**src/rtl/calc_pkg.sv**
```systemverilog
// Shared definitions for the calculator display path.
//   state_t  : controller state encoding for the sequential BCD converter
//   DIV_*    : divisors applied in successive division steps
//   BCD4_MAX : largest value representable in four BCD digits
package calc_pkg;

  typedef enum logic [2:0] {
    ST_IDLE  = 3'd0,
    ST_D1000 = 3'd1,
    ST_D100  = 3'd2,
    ST_D10   = 3'd3,
    ST_DONE  = 3'd4
  } state_t;

  localparam int DIV_1000 = 1000;
  localparam int DIV_100  = 100;
  localparam int DIV_10   = 10;
  localparam int BCD4_MAX = 9999;

endpackage

```
**src/rtl/div_N.sv**
```systemverilog
// Restoring unsigned divider, one quotient bit per clock.
// Ports:
//   clk, reset          : clock, asynchronous active-high reset
//   start               : one-cycle pulse; samples dividend/divisor
//   dividend, divisor   : operands (bits wide)
//   quotient, remainder : results, valid while rdy is high
//   rdy                 : one-cycle pulse, bits+1 cycles after start
// A start while a division is running restarts it with the new operands.
module div_N #(
  parameter int bits = 16
) (
  input  logic            clk,
  input  logic            reset,
  input  logic            start,
  input  logic [bits-1:0] dividend,
  input  logic [bits-1:0] divisor,
  output logic [bits-1:0] quotient,
  output logic [bits-1:0] remainder,
  output logic            rdy
);

  localparam int CW = $clog2(bits + 1);

  logic [bits-1:0] dvsr;
  logic [bits-1:0] rem;
  logic [bits-1:0] quo;
  logic [CW-1:0]   cnt;
  logic            running;
  logic [bits:0]   shifted;
  logic [bits:0]   trial;

  // Partial remainder stays below the divisor, so shifted < 2*divisor and
  // the top bit of trial is a clean borrow flag.
  always_comb begin
    shifted = {rem, quo[bits-1]};
    trial   = shifted - {1'b0, dvsr};
  end

  always_ff @(posedge clk or posedge reset) begin
    if (reset) begin
      dvsr    <= '0;
      rem     <= '0;
      quo     <= '0;
      cnt     <= '0;
      running <= 1'b0;
      rdy     <= 1'b0;
    end else begin
      rdy <= 1'b0;
      if (start) begin
        dvsr    <= divisor;
        rem     <= '0;
        quo     <= dividend;
        cnt     <= CW'(bits);
        running <= 1'b1;
      end else if (running) begin
        if (!trial[bits]) begin
          rem <= trial[bits-1:0];
          quo <= {quo[bits-2:0], 1'b1};
        end else begin
          rem <= shifted[bits-1:0];
          quo <= {quo[bits-2:0], 1'b0};
        end
        cnt <= cnt - CW'(1);
        if (cnt == CW'(1)) begin
          running <= 1'b0;
          rdy     <= 1'b1;
        end
      end
    end
  end

  assign quotient  = quo;
  assign remainder = rem;

endmodule

```
**src/rtl/bcd_div_seq.sv**
```systemverilog
// Sequential binary-to-BCD converter sharing one divider across the
// thousands, hundreds and tens steps.
// Ports:
//   clk, rst        : clock, asynchronous active-high reset
//   start           : conversion request, honoured in IDLE or DONE only
//   bin             : binary operand, captured when start is accepted
//   busy            : conversion in progress (D1000/D100/D10)
//   done            : one-cycle pulse, outputs valid in this cycle
//   ovf             : last accepted operand exceeded 9999
//   dig1000..dig1   : registered BCD digits, held until the next DONE
//   dbg_state       : current controller state (calc_pkg::state_t encoding)
// Handshake: start is a request sampled on the rising edge whenever busy
// is low; a conversion, once accepted, always ends with exactly one done
// pulse and cannot be cancelled except by rst. Requests while busy are
// dropped, not queued.
module bcd_div_seq
  import calc_pkg::*;
#(
  parameter int bits = 16
) (
  input  logic            clk,
  input  logic            rst,
  input  logic            start,
  input  logic [bits-1:0] bin,
  output logic            busy,
  output logic            done,
  output logic            ovf,
  output logic [3:0]      dig1000,
  output logic [3:0]      dig100,
  output logic [3:0]      dig10,
  output logic [3:0]      dig1,
  output logic [2:0]      dbg_state
);

  localparam logic [bits-1:0] MAX_B  = bits'(BCD4_MAX);
  localparam logic [bits-1:0] D1000B = bits'(DIV_1000);
  localparam logic [bits-1:0] D100B  = bits'(DIV_100);
  localparam logic [bits-1:0] D10B   = bits'(DIV_10);

  state_t          state;
  state_t          state_nxt;
  logic [bits-1:0] opnd;
  logic [bits-1:0] rem_q;
  logic [3:0]      stg1000;
  logic [3:0]      stg100;
  logic            div_start;
  logic [bits-1:0] div_dividend;
  logic [bits-1:0] div_divisor;
  logic [bits-1:0] div_q;
  logic [bits-1:0] div_r;
  logic            div_rdy;
  logic            accept;
  logic            in_range;
  logic            unused_q_hi;

  // In-range inputs give quotients of at most 9 at every step.
  assign unused_q_hi = |div_q[bits-1:4];

  div_N #(.bits(bits)) u_div (
    .clk       (clk),
    .reset     (rst),
    .start     (div_start),
    .dividend  (div_dividend),
    .divisor   (div_divisor),
    .quotient  (div_q),
    .remainder (div_r),
    .rdy       (div_rdy)
  );

  always_ff @(posedge clk or posedge rst) begin
    if (rst) state <= ST_IDLE;
    else     state <= state_nxt;
  end

  always_comb begin
    state_nxt    = state;
    accept       = 1'b0;
    in_range     = (bin <= MAX_B);
    busy         = 1'b0;
    done         = 1'b0;
    div_divisor  = D10B;
    div_dividend = rem_q;
    case (state)
      ST_IDLE, ST_DONE: begin
        done   = (state == ST_DONE);
        accept = start;
        if (start) state_nxt = in_range ? ST_D1000 : ST_DONE;
        else       state_nxt = ST_IDLE;
      end
      ST_D1000: begin
        busy         = 1'b1;
        div_divisor  = D1000B;
        div_dividend = opnd;
        if (div_rdy) state_nxt = ST_D100;
      end
      ST_D100: begin
        busy        = 1'b1;
        div_divisor = D100B;
        if (div_rdy) state_nxt = ST_D10;
      end
      ST_D10: begin
        busy        = 1'b1;
        div_divisor = D10B;
        if (div_rdy) state_nxt = ST_DONE;
      end
      default: state_nxt = ST_IDLE;
    endcase
  end

  // Output registers load on the edge that enters DONE so that they are
  // already valid while done is high.
  always_ff @(posedge clk or posedge rst) begin
    if (rst) begin
      opnd      <= '0;
      rem_q     <= '0;
      stg1000   <= '0;
      stg100    <= '0;
      div_start <= 1'b0;
      ovf       <= 1'b0;
      dig1000   <= '0;
      dig100    <= '0;
      dig10     <= '0;
      dig1      <= '0;
    end else begin
      div_start <= 1'b0;
      if (accept) begin
        opnd <= bin;
        if (in_range) begin
          div_start <= 1'b1;
        end else begin
          ovf     <= 1'b1;
          dig1000 <= '0;
          dig100  <= '0;
          dig10   <= '0;
          dig1    <= '0;
        end
      end
      if (div_rdy) begin
        case (state)
          ST_D1000: begin
            stg1000   <= div_q[3:0];
            rem_q     <= div_r;
            div_start <= 1'b1;
          end
          ST_D100: begin
            stg100    <= div_q[3:0];
            rem_q     <= div_r;
            div_start <= 1'b1;
          end
          ST_D10: begin
            rem_q   <= div_r;
            ovf     <= 1'b0;
            dig1000 <= stg1000;
            dig100  <= stg100;
            dig10   <= div_q[3:0];
            dig1    <= div_r[3:0];
          end
          default: ;
        endcase
      end
    end
  end

  assign dbg_state = state;

endmodule

```
**config.mk**
```make
export PLATFORM = sky130hd
export DESIGN_NAME = bcd_div_seq
export DESIGN_NICKNAME = d
export VERILOG_FILES = /design/src/rtl/calc_pkg.sv /design/src/rtl/div_N.sv /design/src/rtl/bcd_div_seq.sv
export SDC_FILE = /design/constraint.sdc
export NUM_CORES = 1
export LEC_CHECK = 0
export CELL_PAD_IN_SITES_DETAIL_PLACEMENT = 2
export CELL_PAD_IN_SITES_GLOBAL_PLACEMENT = 2
export CORE_UTILIZATION = 43
export CTS_CLUSTER_DIAMETER = 100
export DETAILED_ROUTE_END_ITERATION = 7
export PLACE_DENSITY = 0.89
export SETUP_SLACK_MARGIN = 0.5
export SLEW_MARGIN = 10
export SYNTH_ARGS = -nofsm -noshare
export SYNTH_HDL_FRONTEND = slang
export SYNTH_HIERARCHICAL = 1
export SYNTH_SLANG_ARGS = --single-unit
```
**constraint.sdc**
```tcl
create_clock -name clk -period 7 [get_ports clk]
set_input_delay 1.4 -clock clk [delete_from_list [all_inputs] [get_ports clk]]
set_output_delay 1.4 -clock clk [all_outputs]
set_load 0.005 [all_outputs]
```
==> results of run 1 <==
## per-layer routing
metal  up-vias  GRT usage, %
met5         -             0
met4         0          14.8
met3        64          6.32
met2       122          56.6
met1      2480          36.3
li1       2028             -
## cell type report
type	count	share of cell area [%]
tap	176	3.11
inverter	26	1.38
multi-input combinational	377	39.8
sequential	116	41.0
clock inverter	9	1.45
timing repair buffer	48	6.49
clock buffer	22	6.83
## power groups by stage
stage          sequential [mW]  combinational [mW]  clock (mW)
4_1_cts                   1.14                1.75       0.891
6_report                  1.14                1.76       0.879
5_1_grt                   1.16                1.89       0.920
3_5_place_dp              1.13                1.64           0
3_3_place_gp              1.10                1.50           0
2_1_floorplan             1.01                1.29           0
## cells in the final DEF (no fill, tap or decap), types with 7 or more instances in the layout
master	instances
a21o_1	8
a21oi_1	18
a22o_1	17
a311oi_1	7
a311oi_2	7
buf_4	8
clkbuf_16	17
clkdlybuf4s50_1	40
conb_1	8
dfrtp_1	114
ha_1	18
inv_1	24
mux2_2	57
mux2i_1	16
nand2_1	39
nand2b_1	7
nand3_1	12
nor2_1	31
o21ai_0	36
o21ai_1	15
xnor2_1	9
xor2_1	7
## state kept, by name, summed over array words and instances, names as in the netlist, 3 cells and up
name	cells
u_div/dvsr	16
u_div/cnt	5
stg1000	4
u_div/remainder	16
opnd	16
u_div/quotient	16
dig10	4
rem_q	16
stg100	4
dig100	4
dbg_state	3
dig1000	4
dig1	4
## how the worst max path moves through the flow
stage               slack, ns                               to                           start
floorplan                4.09         dbg_state[0]$_DFFE_PP0P_                             rst
global placement         3.81             dig1000[1]$_DFF_PP0_                         bin[15]
detailed placement       3.65             dig1000[3]$_DFF_PP0_                         bin[15]
CTS                      3.48  u_div/remainder[10]$_DFFE_PP0P_  u_div/quotient[15]$_DFFE_PP0P_
global route             3.31  u_div/remainder[10]$_DFFE_PP0P_  u_div/quotient[15]$_DFFE_PP0P_
finish                   3.41  u_div/remainder[10]$_DFFE_PP0P_  u_div/quotient[15]$_DFFE_PP0P_
## worst max-delay path: cells and delay by family, from the launching register on
kind	cells	cell delay [ns]
AOI/OAI and AO/OA	6	2.03
adders and majority gates	2	0.62
buffers and inverters	2	0.16
DFF	1	0.42
and+or+nand+nor	1	0.20
## stage by stage
step                      setup WS [ns]  cells
after floorplan                    4.09    547
after global placement             3.81    743
after detailed placement           3.65    743
after CTS                          3.48    774
after global routing               3.31    774
final                              3.41    774
## logic make-up (layout without fill, tap and decap cells)
logic type | after synthesis | after routing | share of synthesized area (%)
simple gates | 127 | 127 | 10.8
compound gates | 134 | 134 | 16.1
fa+ha+maj | 19 | 19 | 4.14
flops | 116 | 116 | 49.0
other cells | 1 | 8 | 0.0633
xor+xnor | 16 | 16 | 2.36
buf+inv | 54 | 105 | 4.01
mux | 73 | 73 | 13.5
==> impl_metrics.csv, run 1 <==
group,metric,value,unit
cts,cts_sinks,116,
detailed_routing,dr.pass1.iters,4,
pwr,comb_power_share,46.6,%
die,core_area,13300,um^2
detailed_routing,ant_nets,0,
global_routing,grt_pass1_wl,33100,um
finish,final_core_util,53.1,%
yosys,synth_top_cell_by_area,"dfrtp_1",
worst_setup_path,r2r_cells,11,
placed_design,place.port_buffers,40,
finish,fin_nets,624,
worst_setup_path,crit_fanout,12,
yosys,synth.distinct_cells,64,
worst_setup_path,reg2reg_to,"u_div/remainder[10]$_DFFE_PP0P_",
global_routing,antenna_found_initial,0,
pwr,pwr-share-clk,23.2,%
global_routing,grt-ovfl-total,0,
cts,htreeDepth,4,
finish,multi_input_comb_area,2820,um^2
sta,finalSetupViolCount,0,
detailed_routing,drc,0,
sta,rsz0062_at_grt,"no",
finish,area_growth,19.7,%
cts,cts.repair.resized,0,
finish,num_antenna_cells,0,
worst_setup_path,rr_startpoint,"u_div/quotient[15]$_DFFE_PP0P_",
sta,hold_viol,0,
yosys,ys.flop_type,"dfrtp_1",
die,start_util,44.4,%
worst_setup_path,start_kind,"flop",
sta,worst_slew_pin_slew,1.11,ns
yosys,syn_area_per_cell,11.0,um^2
placed_design,place_congestion,0.805,
worst_setup_path,max_stage_delay,0.89,ns
pwr,vdd_ir_drop_max,238,uV
sta,max_slew_margin,25.9,%
sta,fmax,0.279,GHz
detailed_routing,wl,21000,um
worst_setup_path,critPathArrivalTime,3.85,ns
worst_setup_path,crit_slowest_cell,"a21boi_1",
placed_design,place_area,6500,um^2
cts,clock_latency,0.42,ns
pwr,power.density,534,nW/um^2
cts,cts_buffers,17,
finish,drive_gt1_share,20.2,%
worst_setup_path,endpoint_kind,"flop",
pwr,cellLeakagePower,3.16,nW
yosys,synth_area_leaders,"dfrtp_1 49%, mux2_2 11%, ha_1 3.8%",
die,die_h,119,um
cts,postCtsSetupRepairBufs,0,
sta,finalMaxSlewViolations,0,
finish,register_area,2910,um^2
finish,fin_area,7090,um^2
detailed_routing,met2_length,11100,um
yosys,synth_common_cells,"116 x dfrtp_1, 57 x mux2_2, 39 x nand2_1, 36 x o21ai_0, 31 x nor2_1",
min_path,hp-class,"reg2reg",
cts,clk_pin_slew,0.06,ns
placed_design,hpwl,12400,um
pwr,power.switching,1.63,mW
worst_setup_path,crit_type,"reg2reg",
detailed_routing,met3_length,623,um
die,die_w,119,um
finish,fillers,1289,
detailed_routing,wl_per_cell,27.1,um
yosys,ys_warn_count,6,
yosys,seq_area_frac_synth,49.0,%
detailed_routing,vias,4694,
sta,hold_slack,0.510,ns
worst_setup_path,critical_path.cell_chain,"inv_1 > ha_1 > inv_1 > fa_1 > a21oi_1 > nand4b_2 > a21o_1 > o21ai_1 > a21boi_1 > o21ai_1 > a311oi_1",
global_routing,grt_max_degree,90,
pwr,finalPower,3.79,mW
yosys,netlist_area,5930,um^2
min_path,min_from,"rem_q[3]$_DFFE_PP0P_",
yosys,ys_ff_latch,116,
yosys,synth-edff-count,0,
detailed_routing,routedLengthMet1,8520,um
die,io_pins,41,
global_routing,grt_pass1_vias,5471,
cts,cts_tree,"yes",
pwr,intPower,2.16,mW
worst_setup_path,r2r_slack,3.41,ns
die,die_area,14300,um^2
min_path,whs_path_depth,1,
yosys,synth_top_cell_area_share,49.0,%
detailed_routing,via_per_inst,6.06,
cts,root_buffer,"clkbuf_16",
sta,fin_skew,0.00639,ns
global_routing,grt.total_usage,31.7,%
min_path,hold_end,"rem_q[3]$_DFFE_PP0P_",
pwr,p_seq_share,30.2,%
cts,cts_buffer_depth,2,
worst_setup_path,required,7.27,ns
outcome,outcome,"finished, final reports clean",
yosys,synthCells,540,
die,fp-row-count,42,
sta,min_period,3.59,ns
sta,final.period_utilization,51.2,%
detailed_routing,detailedRoute.firstIterationViolations,340,
pwr,p_sw_share,42.9,%
sta,fin_tns_setup,0,ns
yosys,yosysMostFrequentCell,"dfrtp_1",
detailed_routing,highest_layer,"met4",
cts,cts_hold_buf,0,
yosys,async_flop_share,100,%
job,cap_violations,0,
(Power assumes the default switching activity.)
==> run 2: changes to the inputs <==
Settings changed: CORE_UTILIZATION 43 to 36, PLACE_DENSITY 0.89 to 0.8.
Clock period 7 ns to 3 ns, I/O delays scaled along.
==> run 2 against run 1 <==
  * Largest cell class is now multi-input gates
  * Non-clock buffer count up 45
  * Routed wire length increased by 14%
  * Highest routed layer unchanged
  * Worst hold slack worse by 0.012 ns
  * Via count grew 5.5%
  * Clock skew rose by 0.0036 ns
  * Flip-flop and latch count unchanged
  * Sequential share of layout area down 4.2 points
  * Core utilization decreased by 3.7 points
  * Cell count grew 11%
  * Register-to-register slack worse by 3.3 ns
  * Design area grew 11%
  * Power increased to 2.9 times the previous value
==> impl_metrics.csv, run 2 (same netlist as run 1, synthesis figures left out) <==
group,metric,value,unit
global_routing,grt_pass1_wl,33100,um
detailed_routing,wl_per_cell,27.9,um
cts,clk_pin_slew,0.06,ns
finish,num_antenna_cells,0,
global_routing,grt.total_usage,27.2,%
placed_design,dp_slack,0.153,ns
pwr,cellLeakagePower,3.45,nW
global_routing,antenna_found_initial,0,
die,die_w,130,um
sta,rsz0062_at_grt,"yes",
finish,final_core_util,49.4,%
finish,fillers,1600,
die,die_area,17000,um^2
cts,cts_buffers,17,
sta,hold_viol,0,
worst_setup_path,crit_fanout,4,
cts,cts_tree,"yes",
sta,fin_tns_setup,0,ns
detailed_routing,vias,4952,
finish,layout_commonest_cell,"dfrtp_1",
sta,finalSetupViolCount,0,
finish,drive_gt1_share,33.5,%
die,core_area,16000,um^2
sta,finalMaxSlewViolations,0,
die,die_h,130,um
sta,fin_ws,0.0947,ns
placed_design,place_area,6670,um^2
worst_setup_path,critPathArrivalTime,3.20,ns
sta,hold_slack,0.498,ns
placed_design,place.port_buffers,40,
min_path,hp-class,"reg2reg",
outcome,outcome,"finished, final reports clean",
finish,area_growth,33.4,%
finish,layout_common_cells,"111 x dfrtp_1, 57 x mux2_2, 42 x buf_4, 40 x clkdlybuf4s50_1, 39 x nand2_1",
global_routing,grt_max_degree,38,
detailed_routing,ant_nets,0,
finish,fin_nets,669,
global_routing,grt-ovfl-total,0,
sta,final.period_utilization,96.8,%
die,fp-row-count,46,
finish,fin_area,7900,um^2
worst_setup_path,crit_type,"reg2reg",
detailed_routing,dr.pass1.iters,4,
worst_setup_path,required,3.29,ns
die,io_pins,41,
cts,htreeDepth,4,
die,start_util,37.0,%
cts,clock_latency,0.42,ns
detailed_routing,drc,0,
cts,root_buffer,"clkbuf_16",
job,cap_violations,0,
cts,cts_sinks,116,
sta,max_slew_margin,48.8,%
detailed_routing,via_per_inst,5.76,
detailed_routing,wl,24000,um
placed_design,hpwl,13000,um
global_routing,grt_pass1_vias,5481,
detailed_routing,detailedRoute.firstIterationViolations,220,
pwr,power.density,1380,nW/um^2
sta,min_period,2.91,ns
pwr,vdd_ir_drop_max,627,uV
cts,cts_buffer_depth,2,
sta,worst_slew_pin_slew,0.768,ns
sta,fin_skew,0.00998,ns
worst_setup_path,endpoint_kind,"flop",
cts,cts_hold_buf,0,
sta,fmax,0.344,GHz
worst_setup_path,start_kind,"flop",
placed_design,place_congestion,0.851,
-- run 2: worst max-delay path, stage by stage, from the launching register on --
cell      delay (ns)
dfrtp_1         0.45
ha_4            0.19
inv_2           0.04
fa_2            0.42
a21oi_4         0.20
nand4b_4        0.21
a21oi_4         0.08
a21boi_2        0.18
buf_4           0.16
o21ai_4         0.08
buf_6           0.16
a21o_4          0.23
a311oi_4        0.37
-- run 2: final timing paths --
check                                               start  cells after the start  slack [ns]                               to
worst max-delay path            u_div/dvsr[0]$_DFFE_PP0P_                     12        0.09   u_div/remainder[0]$_DFFE_PP0P_
worst min-delay path                 dig1000[1]$_DFF_PP0_                      1        0.50             dig1000[1]$_DFF_PP0_
worst max register to register  u_div/dvsr[0]$_DFFE_PP0P_                     12        0.09   u_div/remainder[0]$_DFFE_PP0P_
worst min register to register       dig1000[1]$_DFF_PP0_                      1        0.50             dig1000[1]$_DFF_PP0_
max in group asynchronous                             rst                      3        1.63  u_div/remainder[13]$_DFFE_PP0P_
min in group asynchronous                             rst                      2        0.60    u_div/quotient[1]$_DFFE_PP0P_
-- run 2: where the power goes --
part	leakage, nW	switching, mW	total [mW]	internal [mW]
Sequential	1.48	0.631	2.71	2.08
Combinational	1.70	3.38	6.26	2.88
Clock	0.270	0.764	1.91	1.15
-- run 2: cell type report --
cell class,instances,area [um^2],area share (%)
Multi-Input combinational cell,377,3200,40.4
Sequential cell,116,2910,36.8
Timing Repair Buffer,93,895,11.3
Clock buffer,21,450,5.70
Tap cell,216,270,3.42
Inverter,26,97.6,1.23
Clock inverter,11,86.3,1.09
-- run 2: what timing repair did --
item	CTS	global route
buffers inserted	13	17
gates resized for setup	43	37
pin swaps	16	23
gates cloned	1	2
endpoints found under the setup margin	17	17
-- run 2: metrics by stage --
step | cells | power (mW)
floorplan | 547 | 5.35
global placement | 795 | 6.31
detailed placement | 795 | 6.62
CTS | 841 | 9.53
global route | 860 | 11.3
finish | 860 | 10.9
-- run 2: layer usage --
layer | global-route usage [%] | wire (um)
met1 | 29.4 | 9160
met5 | 0 | 0
met2 | 49.7 | 13000
met4 | 15.2 | 1110
met3 | 5.33 | 757
